===== config.mk =====
export PLATFORM = sky130hd
export DESIGN_NAME = fmac_accumulator
export DESIGN_NICKNAME = d
export VERILOG_FILES = /design/src/rtl/fmac_pkg.sv /design/src/rtl/fmac_acc_add.sv /design/src/rtl/fmac_accumulator.sv
export SDC_FILE = /design/constraint.sdc
export NUM_CORES = 1
export LEC_CHECK = 0
export CORE_MARGIN = 8
export CORE_UTILIZATION = 54
export DETAILED_ROUTE_END_ITERATION = 16
export PLACE_DENSITY = 0.9
export SYNTH_ARGS = -nofsm -noshare
export SYNTH_HDL_FRONTEND = slang
export SYNTH_SLANG_ARGS = --single-unit

===== constraint.sdc =====
create_clock -name clk -period 3.2 [get_ports clk]
set_input_delay 0.64 -clock clk [delete_from_list [all_inputs] [get_ports clk]]
set_output_delay 0.64 -clock clk [all_outputs]
set_load 0.02 [all_outputs]

===== src/rtl/fmac_pkg.sv =====
// Shared definitions for the FMAC accumulate stage.
//   PROD_W       product width delivered by the 8x8 Booth multiplier
//   acc_state_t  accumulator FSM states
//   sat_max/min  signed saturation limits for a given width, returned in 64 bits
//                (callers truncate to their own width)
package fmac_pkg;

    localparam int unsigned PROD_W = 16;

    typedef enum logic [1:0] {
        StIdle,
        StAccum,
        StHold
    } acc_state_t;

    function automatic logic [63:0] sat_max(int unsigned width);
        return (64'd1 << (width - 1)) - 64'd1;
    endfunction

    // Bitwise inverse of 2^(w-1)-1 is -2^(w-1) in two's complement.
    function automatic logic [63:0] sat_min(int unsigned width);
        return ~sat_max(width);
    endfunction

endpackage


===== src/rtl/fmac_acc_add.sv =====
// Combinational accumulate adder: sign-extends the product, adds it to the
// running sum and flags signed overflow.
// Optional feature macro: FMAC_SAT_EN (clamp to the signed limits on overflow;
// otherwise the sum wraps).
// Ports:
//   acc   in   ACC_W   current accumulator value
//   prod  in   PROD_W  two's-complement product
//   sum   out  ACC_W   acc + sext(prod), clamped when saturation is enabled
//   ovf   out  1       signed overflow of this addition
module fmac_acc_add #(
    parameter int unsigned ACC_W  = 24,
    parameter int unsigned PROD_W = fmac_pkg::PROD_W
) (
    input  logic [ACC_W-1:0]  acc,
    input  logic [PROD_W-1:0] prod,
    output logic [ACC_W-1:0]  sum,
    output logic              ovf
);
    import fmac_pkg::*;

    logic [ACC_W-1:0] ext;
    logic [ACC_W-1:0] raw;

    always_comb begin
        ext = {{(ACC_W - PROD_W){prod[PROD_W-1]}}, prod};
        raw = acc + ext;
        // Same-sign addends producing a result of the other sign.
        ovf = (acc[ACC_W-1] == ext[ACC_W-1]) && (raw[ACC_W-1] != acc[ACC_W-1]);
`ifdef FMAC_SAT_EN
        if (ovf) begin
            sum = acc[ACC_W-1] ? ACC_W'(sat_min(ACC_W)) : ACC_W'(sat_max(ACC_W));
        end else begin
            sum = raw;
        end
`else
        sum = raw;
`endif
    end

endmodule


===== src/rtl/fmac_accumulator.sv =====
// FMAC accumulate stage: sums the signed products of one group and presents
// the registered result with a sticky overflow flag.
// Optional feature macro: FMAC_SAT_EN (saturating accumulation, see fmac_acc_add).
// Ports:
//   clk, rst_n   clock and synchronous active-low reset
//   prod         product beat; prod_valid/prod_first/prod_last qualify it
//   prod_ready   beat accepted this cycle (combinational from state and res_ready)
//   res, res_ovf registered group sum and sticky overflow
//   res_valid    result present; res_ready consumes it
module fmac_accumulator #(
    parameter int unsigned ACC_W  = 24,
    parameter int unsigned PROD_W = fmac_pkg::PROD_W
) (
    input  logic              clk,
    input  logic              rst_n,
    input  logic [PROD_W-1:0] prod,
    input  logic              prod_valid,
    input  logic              prod_first,
    input  logic              prod_last,
    output logic              prod_ready,
    output logic [ACC_W-1:0]  res,
    output logic              res_ovf,
    output logic              res_valid,
    input  logic              res_ready
);
    import fmac_pkg::*;

    acc_state_t       state_q;
    logic [ACC_W-1:0] acc_q;
    logic [ACC_W-1:0] acc_d;
    logic             ovf_q;
    logic             ovf_d;
    logic [ACC_W-1:0] res_q;
    logic             res_ovf_q;
    logic             res_valid_q;

    logic [ACC_W-1:0] prod_ext;
    logic [ACC_W-1:0] add_sum;
    logic             add_ovf;
    logic             accept;
    logic             load_first;

    assign prod_ready = (state_q != StHold) || res_ready;
    assign accept     = prod_valid && prod_ready;
    // Outside ACCUM (including HOLD being drained this cycle) a beat starts a group.
    assign load_first = (state_q != StAccum) || prod_first;
    assign prod_ext   = {{(ACC_W - PROD_W){prod[PROD_W-1]}}, prod};

    fmac_acc_add #(
        .ACC_W (ACC_W),
        .PROD_W(PROD_W)
    ) u_add (
        .acc (acc_q),
        .prod(prod),
        .sum (add_sum),
        .ovf (add_ovf)
    );

    always_comb begin
        acc_d = add_sum;
        ovf_d = ovf_q | add_ovf;
        if (load_first) begin
            acc_d = prod_ext;
            ovf_d = 1'b0;
        end
    end

    always_ff @(posedge clk) begin
        if (!rst_n) begin
            state_q     <= StIdle;
            acc_q       <= '0;
            ovf_q       <= 1'b0;
            res_q       <= '0;
            res_ovf_q   <= 1'b0;
            res_valid_q <= 1'b0;
        end else begin
            if (state_q == StHold && res_ready) begin
                res_valid_q <= 1'b0;
                state_q     <= StIdle;
            end
            // A beat accepted in the same cycle overrides the drain above.
            if (accept) begin
                acc_q <= acc_d;
                ovf_q <= ovf_d;
                if (prod_last) begin
                    res_q       <= acc_d;
                    res_ovf_q   <= ovf_d;
                    res_valid_q <= 1'b1;
                    state_q     <= StHold;
                end else begin
                    state_q     <= StAccum;
                end
            end
        end
    end

    assign res       = res_q;
    assign res_ovf   = res_ovf_q;
    assign res_valid = res_valid_q;

endmodule


## Word level (Yosys, flattened, before mapping)

Index checks and enable logic that the tools add are counted.
W data, S select, Z words.

- Bits in registers: 53
- Bits of input ports: 22
- Output and inout bits: 27
- Logic and storage cells: 28

- Add/sub/neg operators: 1
- Equal/unequal tests: 5
- Multiplexer cells: 8
- Bitwise gates (word level): 1
- Reductions and logical operators: 7

Operators with widths:

| operator | count |
|---|---|
| $add A24 B24 Y24 | 1 |
| $mux W24 | 1 |
| $mux W2 | 3 |
| $mux W1 | 4 |
| $logic_and A1 B1 Y1 | 3 |
| $eq A2 B2 Y1 const B | 1 |
| $logic_or A1 B1 Y1 | 2 |
| $ne A2 B1 Y1 const B | 1 |
| $ne A2 B2 Y1 const B | 1 |
| $reduce_and A2 Y1 | 1 |
| $reduce_bool A2 Y1 | 1 |
| $eq A1 B1 Y1 | 1 |
| $ne A1 B1 Y1 | 1 |
| $or A1 B1 Y1 | 1 |

## Depth between registers and ports, before layout

- Word-level depth: 5
- Depth in mapped cells: 12
- Gate-level depth less buffers: 12

## Hierarchy

From an unflattened synthesis, not the netlist that was laid out.

- Cell total of the unflattened synthesis: 391
- Area total of the unflattened synthesis: 3,553.4 µm²

Modules (own cells, without submodules):

| module | instances | cells an instance | area each (µm²) | sequential area each (µm²) |
|---|---|---|---|---|
| fmac_accumulator | 1 | 221 | 2,299.7 | 1,061.0 |
| fmac_acc_add | 1 | 170 | 1,253.7 | 0.0 |

## Least setup slack after synthesis

Ideal clock, no wire load.

- Kind: input to register
- Start: input prod[1]
- End: register acc_q[21]
- Library setup time: 0.096 ns
- Arrival: 2.713 ns
- Required time: 3.104 ns
- Path slack: 0.391 ns
- Stages: 10
- Path buffers: 0
- Cells stage by stage: ha_1 -> a211oi_2 -> o21ai_1 -> o21a_1 -> or3_4 -> nand2_4 -> nor2_1 -> nor3_2 -> mux2_2 -> o41ai_2

- Word-level cells in the longest chain between the ends: 2

Ends and longest elaborated chain:

| item | RTL line | text |
|---|---|---|
| start, declared | fmac_accumulator.sv:16 | `input logic [PROD_W-1:0] prod,` |
| $add A24 B24 Y24 | fmac_acc_add.sv:26 | `raw = acc + ext;` |
| $mux W24 | fmac_accumulator.sv:62 | `if (load_first) begin` |
| end signal, assigned | fmac_accumulator.sv:71 | `acc_q <= '0;` |
| end signal, assigned | fmac_accumulator.sv:83 | `acc_q <= acc_d;` |
| end, declared | fmac_accumulator.sv:29 | `logic [ACC_W-1:0] acc_q;` |

No other way between the ends.
A chain may end at the register's enable or synchronous reset.

## Worst setup path after layout

Ends and elaborated chain as after synthesis.

==> summary.txt <==
Status
  – Status: finished, final reports clean

Place
  – Port buffer count: 48
  – Post-detail-place hpwl: 6.521 mm
  – Placed cells: 542
  – Dpl cell area: between 3000 and 4000 um2
  – Placer Congestion: around 0.9

Die
  – Core ar.: about 6000 um2
  – I/O pins: approximately 50
  – FP Rows: 28
  – Initial Utilization: between 50% and 60%
  – Die Area: ~8700 um2
  – Die W: 93.44 um
  – Die Y: 93.44 um

Setup path
  – Worst EP required: between 3 and 4 ns
  – Worst Path Arrival: between 3 and 4 ns
  – Startpoint Class: input port
  – Crit-path max cell delay: ~0.50 ns
  – Crit-path slowest cell: clkdlybuf4s50_1
  – Crit-path cells: clkdlybuf4s50_1 -> ha_1 -> a211oi_2 -> o21ai_1 -> o21a_1 -> or3_4 -> nand2_4 -> nor2_1 -> nor3_2 -> mux2_2 -> o41ai_2
  – Element type at the critical path end: flip-flop
  – Worst Path Max Fanout: 3
  – Setup Crit Path Kind: input port to flip-flop

Clock tree
  – TritonCTS clock tree: yes
  – Clk buf depth: 2
  – Clk_lat worst skew: between 0.3 and 0.4 ns
  – CTS buffer count: 5
  – Sink Count: 53
  – Worst-path clk slew: 0.10 ns
  – H-tree level count: 2
  – Clk root buf: clkbuf_8

STA
  – Final setup violating endpoints: 0
  – Period utilisation layout: ~97%
  – Pins Over Slew Limit: 0
  – Max Clk Rate: 323.1 MHz
  – Worst Skew: roughly 0.0074 ns
  – Worst slew margin: between 60% and 70%
  – Final Hold Viols: 0
  – Slew at the pin closest to its max-slew limit: approximately 0.53 ns
  – Fin crit period: 3.095 ns

Synthesis
  – Cell Area, Synth: roughly 3200 um2
  – Synth Register Bits: between 50 and 60
  – Post-synth EDFFs: 0
  – Synth Area in Simple Gates: 19.63%
  – Post-Synth XOR/XNOR Area: 5.410%
  – Async SR Flop Fraction: 0%
  – Synth Area in Compound Gates: around a quarter
  – Post-synthesis mux area share: under 10%
  – Post-Synth Adder-Cell Area: 9.505%
  – Synth unique cells: 48
  – Main combinational cell family by area after synthesis: compound AO/OA/AOI/OAI gates
  – Post-Syn Area per Cell: around 7.8 um2
  – Synth Warn #: 0
  – Syn nets: 460
  – Ys flop type: dfxtp_1
  – Cells after Synth: slightly above 400
  – Sequential cell area fraction in the yosys report: between 30% and 40%

Detailed routing
  – Via-to-Cell Ratio: a little under 6
  – Drt total wl: about 9 mm
  – Remaining antenna violation count: 0
  – Via count: 3202
  – WL per Instance: between 15 and 20 um
  – Drt first pass iters: 4
  – Starting DRC count in detailed routing: roughly 180
  – Post-route DRC: 0

GRT
  – Grt ovf: 0
  – First-pass GRT wire length: about 15 mm
  – Initial antenna violation count: 0
  – Largest net degree at the start of global routing: 31
  – Global Route Usage Sum: 20.55%
  – Vias in the first global route: about 3200

Worst hold path
  – Min-delay worst type: flip-flop to flip-flop

Cells and area
  – Area of the multi-input gates: around 2100 um2
  – Fin area: roughly 4000 um2
  – Nets@finish: 520
  – Area growth syn-to-layout: 25.27%
  – Fillers: between 400 and 500
  – # diodes: 0
  – Register area: around 1100 um2
  – Fin cells: between 500 and 600
  – Layout cells sized above 1: 11.58%

Job
  – Max-Cap Viols: 0

Power and ir drop
  – Leak: between 1.5 and 2 nW
  – Maximum vdd ir drop: 0.2298 mV
  – Pwr per Cell Area: about 420 nW/um2
[what timing repair did]
action,in CTS,in global routing
resized for setup,0,3
hold buffers,0,0
buffers inserted,0,0
endpoints found under the setup margin,0,7
[per-stage QoR]
stage | hold WS [ns] | TNS [ns] | worst slack (ns) | total power (W) | utilization (%)
after floorplan | 0.4568 | 0 | 0.3913 | 0.001101 | -
after CTS | 0.4698 | 0 | 0.09528 | 0.001707 | 69.12
after detailed placement | 0.4553 | -1.684 | -0.2292 | 0.001297 | 67.52
final | 0.4654 | 0 | 0.1054 | 0.001701 | 69.33
after global routing | 0.5047 | -0.01074 | -0.01074 | 0.001791 | 69.33
after global placement | 0.4485 | -0.9464 | -0.1387 | 0.001277 | 67.52
[flip-flops by register name (all words and copies together) (netlist names)]
register,count
acc_q,24
res_valid,1
state_q,2
res_ovf,1
ovf_q,1
res,24
[final cells by class]
class,instances,area share [%]
inverter,8,0.7403
clock buffer,5,1.696
sequential,53,26.16
multi-input combinational,328,50.68
tap,75,2.313
clock inverter,3,0.6169
timing repair buffer,78,17.80
[metal layers]
layer  global-route usage (%)  routed length [um]  vias to the layer above  share of wire, %
li1                         -                   -                     1598                 -
met1                    24.76                3788                     1488                43
met2                    35.37                4331                      105                49
met3                    4.247                 571                       11               6.5
met4                    6.711                 142                        0               1.6
met5                        0                   0                        -                 0
[cells by family after synthesis]
| family | Yosys count |
|---|---|
| simple gates | 140 |
| compound gates | 137 |
| flops | 53 |
| buf+inv | 33 |
| fa+ha+maj | 24 |
| xor+xnor | 20 |
| mux | 7 |
[path summary, 6_finish.rpt]
path / slack, ns / to / start / depth (start not counted)
max: 0.11 / acc_q[21]$_SDFFE_PN0P_ / prod[1] / 11
min: 0.47 / res_valid$_SDFF_PN0_ / res_valid$_SDFF_PN0_ / 2
max reg2reg: 0.52 / acc_q[21]$_SDFFE_PN0P_ / acc_q[1]$_SDFFE_PN0P_ / 10
min reg2reg: 0.47 / res_valid$_SDFF_PN0_ / res_valid$_SDFF_PN0_ / 2
[Yosys cell counts (6+ instances only)]
cell,count,area [um2]
a211oi_1,14,105.1
a21oi_1,48,240.2
xnor2_1,7,61.31
nand3_1,6,30.03
nand2_1,34,127.6
nor2_1,61,229.0
dfxtp_1,53,1061
xor2_1,13,113.9
a21o_1,6,45.04
inv_1,7,26.28
o21ai_0,35,175.2
and2_1,8,50.05
ha_1,23,287.8
nor3_1,12,60.06
a31oi_1,8,50.05
clkbuf_1,20,75.07
[critical path: cells and delay by family]
kind            cells  cell delay [ns]
mux                 1             0.38
fa+ha+maj           1             0.26
simple gates        4             0.72
compound gates      4             0.82
buf+inv             1             0.50
[report_power, final]
group	switching, W	internal (W)	leakage [nW]
combinational	0.000305	0.000255	1.18
sequential	0.0000283	0.000708	0.438
clock	0.000245	0.000160	0.0452
[cell usage in the layout, fill, tap and decap left out, types with 5 or more instances in the layout]
cell             count
inv_1                7
nand3_1              6
nand2_1             34
and2_1               8
a211oi_1            14
nor2_1              61
clkbuf_8             5
ha_1                23
xnor2_1              7
buf_4               28
mux2i_1              5
nand4_1              5
xor2_1              13
a21o_1               6
o21ai_0             35
a31oi_1              8
dfxtp_1             53
a21oi_1             48
nor3_1              12
o211ai_1             5
clkdlybuf4s50_1     48
No activity file was read; power rests on OpenSTA's default activity.
